==> config.mk <==
export PLATFORM = sky130hd
export DESIGN_NAME = if_fetch_unit
export DESIGN_NICKNAME = d
export VERILOG_FILES = /design/src/rtl/if_fetch_unit.sv
export SDC_FILE = /design/constraint.sdc
export NUM_CORES = 1
export LEC_CHECK = 0
export CORE_MARGIN = 1
export CORE_UTILIZATION = 51
export CTS_CLUSTER_DIAMETER = 80
export DETAILED_ROUTE_END_ITERATION = 10
export GPL_TIMING_DRIVEN = 0
export PLACE_DENSITY = 0.89
export SYNTH_ARGS = -nofsm -noshare
export SYNTH_HDL_FRONTEND = slang
export SYNTH_SLANG_ARGS = --single-unit
==> constraint.sdc <==
create_clock -name clk -period 8.07 [get_ports clk]
set_input_delay 1.2105 -clock clk [delete_from_list [all_inputs] [get_ports clk]]
set_output_delay 1.2105 -clock clk [all_outputs]
set_load 0.01 [all_outputs]
==> src/rtl/if_fetch_unit.sv <==
// Instruction-fetch stage: PC, single-outstanding imem handshake, skid buffer, IF/ID register.
// Optional FETCH_PERF_EN adds saturating fetch/squash counters.
module if_fetch_unit #(
   parameter logic [15:0] RESET_PC = 16'h0000
) (
   input  logic        clk,
   input  logic        rst,
   input  logic [15:0] PC_in,
   input  logic        redirect,
   input  logic        stall,
   output logic        imem_req,
   output logic [15:0] imem_addr,
   input  logic        imem_rdy,
   input  logic [31:0] imem_data,
   output logic [15:0] nPC,
   output logic [15:0] PC_IF,
   output logic [31:0] IR_out,
   output logic        valid_IF,
   output logic [15:0] fetch_cnt,
   output logic [15:0] squash_cnt
);

   typedef enum logic [1:0] {RUN, KILL, SKID} state_t;

   state_t      state, state_nx;
   logic [15:0] pc, addr_q, skid_pc;
   logic [31:0] skid_ir;
   logic        pend, skid_full;
   logic        launch, done;

   assign nPC = pc + 16'd1;

   always_ff @(posedge clk or posedge rst) begin
      if (rst) state <= RUN;
      else     state <= state_nx;
   end

   always_comb begin
      state_nx = state;
      if (redirect) begin
         state_nx = (pend && !imem_rdy) ? KILL : RUN;
      end else begin
         unique case (state)
            RUN:     if (done && stall) state_nx = SKID;
            KILL:    if (imem_rdy) state_nx = RUN;
            SKID:    if (!stall) state_nx = RUN;
            default: state_nx = RUN;
         endcase
      end
   end

   // A new request needs a free IF/ID slot; a pending one is held regardless.
   always_comb begin
      launch    = (state == RUN) && !pend && !(valid_IF && stall);
      imem_req  = !rst && (pend || launch);
      imem_addr = pend ? addr_q : pc;
      done      = imem_req && imem_rdy;
   end

   always_ff @(posedge clk or posedge rst) begin
      if (rst) begin
         pc        <= RESET_PC;
         addr_q    <= 16'h0000;
         pend      <= 1'b0;
         skid_pc   <= 16'h0000;
         skid_ir   <= 32'h0;
         skid_full <= 1'b0;
         PC_IF     <= 16'h0000;
         IR_out    <= 32'h0;
         valid_IF  <= 1'b0;
      end else begin
         if (launch) addr_q <= pc;
         if (redirect) begin
            pc        <= PC_in;
            valid_IF  <= 1'b0;
            skid_full <= 1'b0;
            pend      <= pend && !imem_rdy;
         end else begin
            pend <= imem_req && !imem_rdy;
            if (state == RUN && done) pc <= PC_in;
            if (state == RUN && done && !stall) begin
               PC_IF    <= imem_addr;
               IR_out   <= imem_data;
               valid_IF <= 1'b1;
            end else if (state == RUN && done) begin
               skid_pc   <= imem_addr;
               skid_ir   <= imem_data;
               skid_full <= 1'b1;
            end else if (state == SKID && !stall) begin
               PC_IF     <= skid_pc;
               IR_out    <= skid_ir;
               valid_IF  <= skid_full;
               skid_full <= 1'b0;
            end else if (!stall) begin
               valid_IF <= 1'b0;
            end
         end
      end
   end

`ifdef FETCH_PERF_EN
   logic [15:0] fcnt, scnt;
   logic        kept, dropped;

   assign kept    = done && !redirect && (state == RUN);
   assign dropped = done && (redirect || state == KILL);

   always_ff @(posedge clk or posedge rst) begin
      if (rst) begin
         fcnt <= 16'h0000;
         scnt <= 16'h0000;
      end else begin
         if (kept && fcnt != 16'hFFFF)    fcnt <= fcnt + 16'd1;
         if (dropped && scnt != 16'hFFFF) scnt <= scnt + 16'd1;
      end
   end

   assign fetch_cnt  = fcnt;
   assign squash_cnt = scnt;
`else
   assign fetch_cnt  = 16'h0000;
   assign squash_cnt = 16'h0000;
`endif

endmodule
* Word-level counts from Yosys, hierarchy flattened
Index checks and enable logic that the tools add are counted.
** Storage, ports and cells
- Register bits after elaboration :: 133
- Input port bits :: 53
- Word-level logic and storage cells :: 73
** Operators by class
- Add/subtract/negate cells :: 1
- Eq/ne operators :: 9
- Muxes and demuxes :: 25
- Bitwise operators :: 2
- Reductions and logical operators :: 26
** Operators by type and width (count)
- $mux W16 :: 6
- $mux W32 :: 3
- $add A16 B1 Y16 const B :: 1
- $logic_and A1 B1 Y1 :: 11
- $mux W1 :: 11
- $ne A3 B3 Y1 const B :: 3
- $reduce_and A3 Y1 :: 3
- $mux W2 :: 4
- $pmux W2 S3 :: 1
- $logic_not A1 Y1 :: 5
- $ne A4 B2 Y1 const B :: 1
- $reduce_and A2 Y1 :: 2
- $reduce_bool A2 Y1 :: 2
- $ne A3 B2 Y1 const B :: 1
- $reduce_bool A3 Y1 :: 1
- $eq A2 B1 Y1 const B :: 1
- $eq A2 B2 Y1 const B :: 1
- $logic_not A2 Y1 :: 1
- $ne A2 B1 Y1 const B :: 1
- $ne A2 B2 Y1 const B :: 1
- $not A1 Y1 :: 2
- $logic_or A1 B1 Y1 :: 1

* Longest topological paths before layout
- Word-level depth :: 10
- Gate-level depth with buffers :: 7
- Gate-level depth less buffers :: 4

* Worst setup path before layout
Ideal clock, no wire load.
- Path kind :: input-to-reg
- Start :: input port rst
- End :: register IR_out[3]
- Data arrival time :: 5.583 ns
- Setup slack :: 2.362 ns
- Cell stages on the path :: 6
- Buffers on the path :: 2
- Cells stage by stage :: inv_1 -> o211ai_2 -> a2111oi_4 -> buf_6 -> buf_6 -> mux2_2
** Between the ends
- Longest elaborated chain between the ends :: 7
- Elaborated cells between the ends (all ways) :: 9
** RTL lines
- from (decl) :: RTL line 7 : input logic rst,
- $logic_not A1 Y1 (no line) (*)
- $logic_and A1 B1 Y1 (*) :: RTL line 55 : imem_req = !rst && (pend || launch);
- $logic_and A1 B1 Y1 (*) :: RTL line 57 : done = imem_req && imem_rdy;
- $logic_and A1 B1 Y1 (*) :: RTL line 81, 85
- $logic_and A1 B1 Y1 :: RTL line 81 : if (state == RUN && done && !stall) begin
- $ne A2 B1 Y1 (no line) / $reduce_bool A2 Y1 (equally long branches)
- $reduce_and A3 Y1 (no line)
- to (signal assigned) :: RTL line 83 : IR_out <= imem_data;
- to (signal assigned) :: RTL line 91 : IR_out <= skid_ir;
- to (decl) :: RTL line 17 : output logic [31:0] IR_out,
Every way passes the cells marked *; elsewhere a longest branch is shown, timed or not.
A chain may end at the register's enable or synchronous reset.

* Worst setup path in the final report
- Start :: input port rst
- End :: output port imem_req
** Between the ends
- Longest elaborated chain between the ends :: 2
** RTL lines
- $logic_not A1 Y1 (no line)
- $logic_and A1 B1 Y1 :: RTL line 55
- to (decl) :: RTL line 11 : output logic imem_req,
No other way between the ends.

==> impl_results.md <==
* Status: completed
* All-Layer GR Usage at 0.221
* TNS Setup at 0 ns
* Post-CTS sizing at 0
* Critical Path Source Type: primary input
* DRC viols at 0
* Vias/cell at 5.04
* Final period util at 0.564
* Antenna violations before repair at 0
* Hpwl dp at 9430 um
* Avg WL per Cell at 16.2 um
* DRT Pass-1 Iters at 4
* RD Place Congestion at 0.765
* Ys async rst share at 1.00
* Top_reg_cell synth: dfrtp_1
* Synth Warn # at 0
* Width of the die at 113 um
* Post-synth top area share at 0.527
* Worst-path fanout max at 93
* Die ar. at 0.0128 mm^2
* PortBufs at 133
* Pwr dens at 290 mW/mm^2
* Power Total at 2.47 mW
* Largest net degree at the start of global routing at 94
* Clk_lat worst skew at 0.41 ns
* Most frequent cell on the critical path: clkdlybuf4s50_1
* Number of synthesized flops with an enable pin at 0
* Flop pwr share at 0.406
* WS Path Type: in2out
* # Post-CTS Setup Buffers at 0
* Final Max Tran Viols at 0
* # H-tree levels at 4
* Share of cells above drive strength 1 at 0.397
* Routed Wire Length at 13100 um
* Max frequency at 220 MHz
* Net Sw Power at 659 uW
* Synth top area cells: dfrtp_1 (53%), mux2_2 (31%), buf_4 (4.0%)
* Final setup vio count at 0
* Die span in y at 113 um
* Fillers at 850
* FF/Latch Area at 0.00333 mm^2
* Buf/Inv on CP at 4
* Crit. End Element: output pin
* Max incr delay on CP at 0.59 ns
* Top post-synthesis cells by count: mux2_2 (175), dfrtp_1 (133), buf_4 (34)
* Critical Path AT at 3.34 ns
* Post-cts hold buffer count at 0
* CTS buffer count at 17
* Cells after DPL at 779
* # rows at 40
* Clock share of power at 0.280
* Peak VDD IR at 0.193 mV
* Global route overflow at 0
* Multi-input logic area at 0.00272 mm^2
* Most common cell in the netlist: mux2_2
* #FFs+latches synth at 133
* Cell variety after synth at 30
* Seq/Total Area, Yosys at 0.527
* Post-route ant nets at 0
* Area grow syn2layout at 35.1%
* Post-synth top area cell: dfrtp_1
* Vias in the first global route at 4239
* Post-Synthesis Cells at 446
* Worst slew pin tran at 0.642 ns
* CTS Root Cell: clkbuf_16
* CTS tree: yes
* Fin cells at 808
* I/O pin total at 167
* Final Hold Violating Endpoints at 0
* Sw frac at 0.267
* Max_cap viols at 0
* # diodes at 0
* Crit-path cells: clkdlybuf4s50_1 > inv_6 > buf_16 > o21a_1 > clkdlybuf4s50_1
* P_int at 1.81 mW
* Reg2Reg Setup Slack at 5.79 ns
* Initial Util at 0.524
* Crit-path slowest cell: clkdlybuf4s50_1
* Iteration-0 DRC Markers at 146
* Post-Syn Area per Cell at 14.2 um^2
* Unrepaired setup endpoints after global routing: false
* Clk_skew at 0.00714 ns
* Net count, final at 684
* Clk sinks at 133
* Critical Path RT at 6.86 ns
* Mapped Area at 0.00631 mm^2
* Core area at 0.0121 mm^2
* Pleak at 3.72 nW
* First-pass GRT wire length at 21500 um
* Rel. slew slack at 0.572
* Worst path top cell family by delay: buffers and inverters
* CTS max path bufs at 2
* Crit path time final at 4.55 ns
* Vias at 4074
* Worst min-delay path category: reg2reg
* Clk pin slew, worst setup/hold paths at 0.06 ns
* Comb power frac at 0.313
state kept, by name, summed over array words and instances, names as in the netlist:
register   flops
state          2
skid_full      1
pend           1
addr_q        16
skid_pc       16
PC_IF         16
IR_out        32
valid_IF       1
pc            16
skid_ir       32
worst register-to-register path: cells and delay by family (launching register included):
| kind | cells | cell delay, ns |
|---|---|---|
| buf+inv | 2 | 0.61 |
| flops | 1 | 0.54 |
| simple gates | 2 | 0.34 |
| mux | 2 | 0.67 |
power groups by stage:
stage / Sequential (mW) / Combinational, mW / Clock (mW)
floorplan: 1.04 / 0.345 / 0
global placement: 0.997 / 0.753 / 0
detailed placement: 1.01 / 0.781 / 0
CTS: 1.01 / 0.786 / 0.706
global route: 1.03 / 0.832 / 0.737
finish: 1.01 / 0.775 / 0.694
layout by cell type, fill, tap and decap left out, drive strengths merged, types with 2 or more instances in the layout:
cell / count
a21oi: 2
a31oi: 2
and2: 2
and3: 3
and4: 2
buf: 50
clkbuf: 28
clkdlybuf4s50: 133
clkinv: 3
conb: 32
dfrtp: 133
inv: 4
mux2: 191
nand2: 12
nand3: 7
nand4: 4
nor2: 4
nor2b: 3
o21ai: 2
xnor2: 10
xor2: 4
final cells by class:
cell class	instances	share of cell area
multi-input combinational	287	0.319
inverter	4	0.00235
clock buffer	24	0.0553
clock inverter	5	0.00616
buffer	53	0.0434
sequential	133	0.390
tap	168	0.0246
timing repair buffer	134	0.159
path summary, 6_finish.rpt:
| path | startpoint | to | depth (start not counted) |
|---|---|---|---|
| max | rst | imem_req | 5 |
| max reg2reg | state[0] | PC_IF[6] | 6 |
| min in group asynchronous | rst | IR_out[3] | 2 |
| min reg2reg | IR_out[6] | IR_out[6] | 1 |
| max in group asynchronous | rst | skid_pc[6] | 3 |
| min | IR_out[6] | IR_out[6] | 1 |
routing by layer:
| metal | routed length (um) | GRT usage |
|---|---|---|
| met3 | 621 | 0.0557 |
| met4 | 294 | 0.103 |
| met5 | 0 | 0 |
| met2 | 6630 | 0.371 |
| met1 | 5560 | 0.268 |
cell families after synthesis:
kind of cell	after synthesis	synth area share
mux	191	0.341
simple gates	37	0.0297
other cells	1	0.000594
fa+ha+maj	1	0.00198
compound gates	12	0.0196
flops	133	0.527
buf+inv	57	0.0610
xor+xnor	14	0.0194
per-stage QoR:
| stage | cell area [um^2] | setup WS [ns] | hold slack (ns) | util |
|---|---|---|---|---|
| after floorplan | 6430 | 2.36 | 0.474 | - |
| after global placement | 7970 | 0.405 | 0.470 | 0.661 |
| after detailed placement | 8010 | 3.42 | 0.477 | 0.664 |
| after CTS | 8530 | 3.43 | 0.488 | 0.707 |
| after global routing | 8530 | 3.30 | 0.509 | 0.707 |
| final | 8530 | 3.52 | 0.485 | 0.707 |
(Power assumes the default switching activity.)
